==> src/rtl/sqr_share_arb.sv <==
// sqr_share_arb: round-robin arbiter plus two-stage pipeline that shares one signed
// squarer (SqrSgn) between nreq requesters.
//
// Ports:
//   clk_i        clock, rising edge
//   rst_ni       asynchronous active-low reset
//   req_valid_i  [nreq]        per-requester operand valid
//   req_x_i      [nreq*width]  per-requester signed operand, requester r at [r*width +: width]
//   req_ready_o  [nreq]        one-hot (or zero) accept strobe
//   rsp_valid_o               result register holds a product
//   rsp_ready_i               consumer takes the product this cycle
//   rsp_p_o      [2*width]     signed square of the issued operand
//   rsp_id_o     [idw]         index of the issuing requester
//   busy_o                    either pipeline stage holds an operand
//
// SqrSgn: combinational full-precision signed squarer.
//   X [width]    signed operand
//   P [2*width]  signed X*X (never negative, never overflows)

module SqrSgn #(
  parameter int width = 8,
  parameter int speed = 0
) (
  input  logic [width-1:0]   X,
  output logic [2*width-1:0] P
);

  if (speed == 0) begin : g_shift_add
    // Square the magnitude; -2^(width-1) maps to 2^(width-1), which still fits unsigned.
    logic [width-1:0]   mag;
    logic [2*width-1:0] acc;

    always_comb begin
      mag = X[width-1] ? (~X + 1'b1) : X;
      acc = '0;
      for (int i = 0; i < width; i++) begin
        if (mag[i]) begin
          acc = acc + ({{width{1'b0}}, mag} << i);
        end
      end
    end

    assign P = acc;
  end else begin : g_mult
    logic signed [2*width-1:0] xe;

    assign xe = {{width{X[width-1]}}, X};
    assign P  = xe * xe;
  end

endmodule

module sqr_share_arb #(
  parameter int width = 8,
  parameter int speed = 0,
  parameter int nreq  = 4,
  parameter int idw   = $clog2(nreq)
) (
  input  logic                    clk_i,
  input  logic                    rst_ni,
  input  logic [nreq-1:0]         req_valid_i,
  input  logic [nreq*width-1:0]   req_x_i,
  output logic [nreq-1:0]         req_ready_o,
  output logic                    rsp_valid_o,
  input  logic                    rsp_ready_i,
  output logic [2*width-1:0]      rsp_p_o,
  output logic [idw-1:0]          rsp_id_o,
  output logic                    busy_o
);

  // Stage 1: operand register feeding the squarer.
  logic             v1_q, v1_d;
  logic [width-1:0] x1_q, x1_d;
  logic [idw-1:0]   id1_q, id1_d;

  // Stage 2: product register feeding the response port.
  logic               v2_q, v2_d;
  logic [2*width-1:0] p2_q, p2_d;
  logic [idw-1:0]     id2_q, id2_d;

  // Round-robin pointer: highest-priority requester.
  logic [idw-1:0] ptr_q, ptr_d;

  logic               adv1, adv2;
  logic               any_vld;
  logic [idw-1:0]     gnt_idx;
  logic               accept;
  logic [2*width-1:0] sq_p;

  assign adv2 = ~v2_q | rsp_ready_i;
  assign adv1 = ~v1_q | adv2;

  // Priority search starting at ptr_q; walking offsets high-to-low lets the smallest
  // offset win without needing a break.
  always_comb begin
    logic [idw-1:0] cand;
    any_vld = 1'b0;
    gnt_idx = '0;
    cand    = '0;
    for (int k = nreq - 1; k >= 0; k--) begin
      cand = idw'((int'(ptr_q) + k) % nreq);
      if (req_valid_i[cand]) begin
        any_vld = 1'b1;
        gnt_idx = cand;
      end
    end
  end

  assign accept = any_vld & adv1;

  always_comb begin
    req_ready_o = '0;
    for (int r = 0; r < nreq; r++) begin
      req_ready_o[r] = accept & (gnt_idx == idw'(r));
    end
  end

  SqrSgn #(
    .width (width),
    .speed (speed)
  ) u_sqr (
    .X (x1_q),
    .P (sq_p)
  );

  always_comb begin
    v1_d  = v1_q;
    x1_d  = x1_q;
    id1_d = id1_q;
    ptr_d = ptr_q;
    if (adv1) begin
      if (any_vld) begin
        v1_d  = 1'b1;
        x1_d  = req_x_i[int'(gnt_idx)*width +: width];
        id1_d = gnt_idx;
        ptr_d = (gnt_idx == idw'(nreq - 1)) ? '0 : gnt_idx + 1'b1;
      end else begin
        v1_d = 1'b0;
      end
    end
  end

  always_comb begin
    v2_d  = v2_q;
    p2_d  = p2_q;
    id2_d = id2_q;
    if (adv2) begin
      v2_d  = v1_q;
      p2_d  = sq_p;
      id2_d = id1_q;
    end
  end

  always_ff @(posedge clk_i or negedge rst_ni) begin
    if (!rst_ni) begin
      v1_q  <= 1'b0;
      x1_q  <= '0;
      id1_q <= '0;
      v2_q  <= 1'b0;
      p2_q  <= '0;
      id2_q <= '0;
      ptr_q <= '0;
    end else begin
      v1_q  <= v1_d;
      x1_q  <= x1_d;
      id1_q <= id1_d;
      v2_q  <= v2_d;
      p2_q  <= p2_d;
      id2_q <= id2_d;
      ptr_q <= ptr_d;
    end
  end

  assign rsp_valid_o = v2_q;
  assign rsp_p_o     = p2_q;
  assign rsp_id_o    = id2_q;
  assign busy_o      = v1_q | v2_q;

endmodule

==> config.mk <==
export PLATFORM = sky130hd
export DESIGN_NAME = sqr_share_arb
export DESIGN_NICKNAME = d
export VERILOG_FILES = /design/src/rtl/sqr_share_arb.sv
export SDC_FILE = /design/constraint.sdc
export NUM_CORES = 1
export LEC_CHECK = 0
export CORE_MARGIN = 3
export CORE_UTILIZATION = 57
export DETAILED_ROUTE_END_ITERATION = 6
export GPL_ROUTABILITY_DRIVEN = 0
export MAX_ROUTING_LAYER = met4
export PLACE_DENSITY = 0.89
export SKIP_LAST_GASP = 1
export SLEW_MARGIN = 20
export SYNTH_ARGS = -nofsm -noshare
export SYNTH_HDL_FRONTEND = slang
export SYNTH_SLANG_ARGS = --single-unit
export TNS_END_PERCENT = 30
==> constraint.sdc <==
create_clock -name clk_i -period 11.53 [get_ports clk_i]
set_clock_uncertainty 0.1 [all_clocks]
set_input_delay 2.306 -clock clk_i [delete_from_list [all_inputs] [get_ports clk_i]]
set_output_delay 2.306 -clock clk_i [all_outputs]
set_load 0.005 [all_outputs]
# --- After elaboration in Yosys (flattened, before gate mapping) ---
# Cells that the tools add are included.
classes:
  bitwise_logic: 11
  addsub: 12
  eq_ne: 3
  reduce_logical: 2
  order_cmp: 4
  n_shift: 1
  n_mux: 27
ops:
  columns: ["cell", "count"]
  rows:
  - ["16-bit two-way mux", 7]
  - ["32-bit by 6-bit indexed part select with 8-bit output", 1]
  - ["16-bit by 10-bit adder with 16-bit output", 1]
  - ["16-bit by 11-bit adder with 16-bit output", 1]
  - ["16-bit by 12-bit adder with 16-bit output", 1]
  - ["16-bit by 13-bit adder with 16-bit output", 1]
  - ["16-bit by 14-bit adder with 16-bit output", 1]
  - ["16-bit by 15-bit adder with 16-bit output", 1]
  - ["16-bit by 9-bit adder with 16-bit output", 1]
  - ["8-bit two-way mux", 2]
  - ["2-bit by 3-bit < comparator with 1-bit output (second input constant)", 4]
  - ["2-bit two-way mux", 5]
  - ["1-bit two-way mux", 9]
  - ["8-bit by 1-bit adder with 8-bit output (second input constant)", 1]
  - ["1-bit binary-select mux with 2-bit select", 4]
  - ["8-bit NOT", 1]
  - ["1-bit AND", 5]
  - ["2-bit by 1-bit adder with 2-bit output (second input constant)", 2]
  - ["2-bit adder (second input constant)", 2]
  - ["2-bit equality test (second input constant)", 2]
  - ["1-bit OR", 3]
  - ["2-bit by 1-bit equality test with 1-bit output (second input constant)", 1]
  - ["2-bit zero test", 1]
  - ["1-bit NOT", 2]
  - ["2-bit AND reduction", 1]
totals:
  reg_bits: 32
  wordCells: 67
  in_bits: 39
  output_inout_bits: 24

# --- Logic depth before layout (Yosys ltp) ---
logic_depth:
  depth_word: 18
  ltp_mapped: 55

# --- By module ---
# Synthesis repeated with hierarchy kept, for this count alone.
unflattened:
  hier_cells: 600
  hier_area_um2: 4657.0
modules_own_cells:
  columns: ["mod", "area_per_inst_um2", "cells_each", "instances", "seq_area_each_um2"]
  rows:
  - ["SqrSgn", 3145.5, 436, 1, 0.0]
  - ["sqr_share_arb", 1511.4, 164, 1, 800.8]

# --- Least setup slack after synthesis ---
# No wires, ideal clock.
synth_path:
  path_kind: "reg-to-reg"
  startpoint: "register x1_q[0]"
  endpoint: "register p2_q[13] (netlist: rsp_p_o[13])"
  setup_time_ns: 0.124
  path_slack_ns: 1.817
  arrival_ns: 9.489
  path_stages_with_launch: 47
  required_ns: 11.306
  path_cell_list: "dfrtp_1 clkbuf_1 inv_1 clkbuf_1 ha_1 or3b_1 nand2_1 xor2_2 inv_2 clkbuf_1 ha_1 a21o_1 or3_1 nand3_1 o31ai_1 ha_1 o21a_1 o21ai_0 [... 11 more ...] a21oi_1 xnor2_1 nor2_1 a21oi_1 ha_1 or4_1 o211a_1 ha_1 a21oi_1 xnor2_1 mux2_2 ha_1 and2_1 o21ai_0 nand2b_1 o211a_1 o31ai_1 o21ai_1"
synth_between:
  elab_chain_cells: 18
synth_lines:
  columns: ["item", "line", "source"]
  rows:
  - ["start, declared", "73", "logic [width-1:0] x1_q, x1_d;"]
  - ["start signal, assigned", "157", "x1_q <= '0;"]
  - ["start signal, assigned", "165", "x1_q <= x1_d;"]
  - ["8-bit NOT", "34", "mag = X[width-1] ? (~X + 1'b1) : X;"]
  - ["8-bit by 1-bit adder with 8-bit output", "34", null]
  - ["8-bit two-way mux *", "34", null]
  - ["8-bit two-way mux", "37", "if (mag[i]) begin"]
  - ["16-bit by 9-bit adder with 16-bit output", "38", "acc = acc + ({{width{1'b0}}, mag} << i);"]
  - ["16-bit two-way mux", "37", null]
  - ["16-bit by 10-bit adder with 16-bit output", "38", null]
  - ["16-bit two-way mux", "37", null]
  - ["[... 2 more ...]", null, null]
  - ["16-bit by 12-bit adder with 16-bit output", "38", null]
  - ["16-bit two-way mux", "37", null]
  - ["16-bit by 13-bit adder with 16-bit output", "38", null]
  - ["16-bit two-way mux", "37", null]
  - ["16-bit by 14-bit adder with 16-bit output", "38", null]
  - ["16-bit two-way mux", "37", null]
  - ["16-bit by 15-bit adder with 16-bit output", "38", null]
  - ["16-bit two-way mux *", "37", null]
  - ["end signal, assigned", "168", "p2_q <= p2_d;"]
  - ["end, declared", "78", "logic [2*width-1:0] p2_q, p2_d;"]
# Mark *: on every way between the ends. The rest lies on a longest branch, timed or not.
# A chain may end at the register's enable or synchronous reset.

# --- Worst setup path in the final report ---
# Ends and elaborated chain as after synthesis.

==> impl_metrics.json <==
{
  "r2r-start": "x1_q[0]",
  "cpMostUsedCell": "ha_1",
  "holdWs_ps": 373,
  "synth_edf_count": 0,
  "synth_top_family_by_area": "compound AO/OA/AOI/OAI gates",
  "syn_area_per_cell_um2": 7.26,
  "n_fill_cell": 620,
  "startpoint_type": "register",
  "port_buffers": 62,
  "drt_iter0_drc": 371,
  "post-route-util_pct": 69.6,
  "synthCells": 647,
  "min_period_ps": 10850,
  "tightest_slew_ps": 860,
  "hold_path.startpoint": "id1_q[1]",
  "dpl.cell_count": 790,
  "synth-xor-area-share_pct": 7.83,
  "synth_compound_area_share_pct": 26.0,
  "drive_above_1_share_pct": 5.47,
  "synth_top_area_cell": "dfrtp_1",
  "yosys_warnings": 0,
  "hold_viol": 0,
  "clkTransAtPathRegs_ps": 70,
  "reg2regPathDepth": 44,
  "min_to": "rsp_id_o[1]",
  "grt_overflow": 0,
  "regArea_um2": 801,
  "dieHeight_um": 96.8,
  "slowest_delay_ps": 580,
  "die_area_um2": 9370,
  "synth_seq_cells": 32,
  "n_antenna_cell": 0,
  "synth_seq_area_share_pct": 17.0,
  "grt_usage_pct": 28.5,
  "synthArstFlopShare_pct": 100,
  "synthTopCellsByArea": "dfrtp_1 17%, ha_1 15%, nand2_1 9.3%",
  "cts_inserted_buffers": 5,
  "htreeDepth": 2,
  "path_max_fanout": 19,
  "ys_top_cells_by_count": "116 x nand2_1, 56 x a21oi_1, 56 x ha_1",
  "ios": 63,
  "synthFlopType": "dfrtp_1",
  "rsz0062_at_grt": "false",
  "rr_endpoint": "rsp_p_o[13]",
  "cp_data_arrival_time_ps": 10910,
  "nNetsFinal": 795,
  "dr.pass1.iters": 5,
  "vias": 4989,
  "r2r_slack_ps": 680,
  "cts_hold_buf": 0,
  "row_count": 32,
  "hp-class": "reg -> reg",
  "grt_pass1_vias": 5035,
  "crit_path_top_delay_cell": "dfrtp_1",
  "setup_viol": 0,
  "final.setup.tns_ps": 0,
  "final-max-slew-violation-count": 0,
  "netlist_area_um2": 4700,
  "grt_first_pass_wirelength_um": 22400,
  "status": "finished, final reports clean",
  "max_freq_mhz": 92.2,
  "maxCapViolCount": 0,
  "drc_errors": 0,
  "chipWidth_um": 96.8,
  "synthSimpleGateAreaFrac_pct": 24.4,
  "cts_setup_buffers": 0,
  "post_drt_wl_per_cell_um": 16.6,
  "floorplan.initialDensity_pct": 59.9,
  "ctsResizeCount": 0,
  "clockBufferDepth": 2,
  "holdPathStages": 2,
  "synthMuxAreaShare_pct": 2.53,
  "critical_path_class": "reg -> reg",
  "synth_adder_area_share_pct": 17.0,
  "fin_crit_sh_pct": 94.1,
  "antenna_found_initial": 0,
  "syn_nets": 747,
  "worstSetupEndpointType": "register",
  "layoutNonFillerInstCount": 797,
  "cp.required_ps": 11600,
  "root_buffer": "clkbuf_8",
  "clkLatencyLatePin_ps": 280,
  "netlist.area_leader.share_pct": 17.0,
  "relSlewSlack_pct": 42.7,
  "areaGrowthSynthToFinish_pct": 16.3,
  "hpwl_um": 10000,
  "cts_tree": "done",
  "synth_most_common_cell": "nand2_1",
  "core_region_area_um2": 7850,
  "grt_max_degree": 33,
  "drtAntennaViolNets": 0,
  "viasPerCell": 6.26,
  "wl_um": 13300,
  "synthDistinctLibCells": 69,
  "cts_sinks": 32,
  "multi_input_area_um2": 3660
}
[through the flow]
stage / instance area (µm²) / worst slack (ps)
floorplan: 4700 / 1820
global placement: 5390 / 1380
global route: 5460 / 77.3
CTS: 5460 / 983
detailed placement: 5390 / 1040
finish: 5460 / 683
[cells in the final DEF, fill, tap and decap left out, types with 3 or more instances in the layout]
cell             count
nand2_1            116
clkdlybuf4s50_1     62
a21oi_1             56
ha_1                56
o21ai_0             46
nor2_1              43
dfrtp_1             32
inv_1               28
xnor2_1             25
nand3_1             24
a21o_1              14
xor2_1              12
nand2b_1            12
and2_1              10
nor3_1               9
o21a_1               8
o31ai_1              8
mux2_2               7
o21ai_1              7
o21bai_1             7
a31oi_1              7
buf_4                7
o22ai_1              6
inv_2                5
and3_1               5
nor2b_1              5
a211oi_1             5
fa_1                 5
clkbuf_8             5
or3_1                4
o211ai_1             4
mux2i_1              4
a221o_1              3
[metal layers]
layer / up-vias / GRT usage (%) / share of wire, %
met3: 47 / 3.46 / 7.7
met4: 0 / 11.2 / 3.0
met1: 2314 / 36.0 / 43
met5: - / - / 0
met2: 249 / 46.7 / 46
li1: 2379 / - / -
[state kept, by name, summed over array words and instances, names as in the netlist]
signal and cells:
ptr_q 2, rsp_id_o 2, rsp_valid_o 1, id1_q 2, x1_q 8, v1_q 1
rsp_p_o 16
[critical path, delay by kind of cell (launching register included)]
kind / cells / cell delay, ps
DFF: 1 / 580
buffers and inverters: 4 / 1110
AOI/OAI and AO/OA: 14 / 2550
adders and majority gates: 8 / 2760
and+or+nand+nor: 14 / 2930
xor gates and xnor gates: 4 / 700
[worst max path at each step]
stage / to / cells past startpoint / start
3_3_place_gp: rsp_p_o[13] / 44 / x1_q[0]
4_1_cts: rsp_p_o[13] / 44 / x1_q[0]
3_5_place_dp: rsp_p_o[13] / 42 / x1_q[0]
5_1_grt: rsp_p_o[13] / 44 / x1_q[0]
6_report: rsp_p_o[13] / 44 / x1_q[0]
2_1_floorplan: rsp_p_o[13] / 46 / x1_q[0]
[cell type report]
| cell class | count | share of cell area, % |
|---|---|---|
| clock inverter | 1 | 0.0916 |
| sequential | 32 | 14.7 |
| timing repair buffer | 69 | 12.3 |
| inverter | 34 | 2.34 |
| tap | 102 | 2.34 |
| multi-input combinational | 553 | 66.9 |
| clock buffer | 6 | 1.33 |
[kinds of logic after synthesis]
logic type      after synthesis
compound gates              193
xor+xnor                     39
fa+ha+maj                    61
buf+inv                      62
flops                        32
mux                          11
other cells                   1
simple gates                248
Power is not shown: default switching activity piles up to over one toggle a cycle in this logic, so the estimate is an artifact.
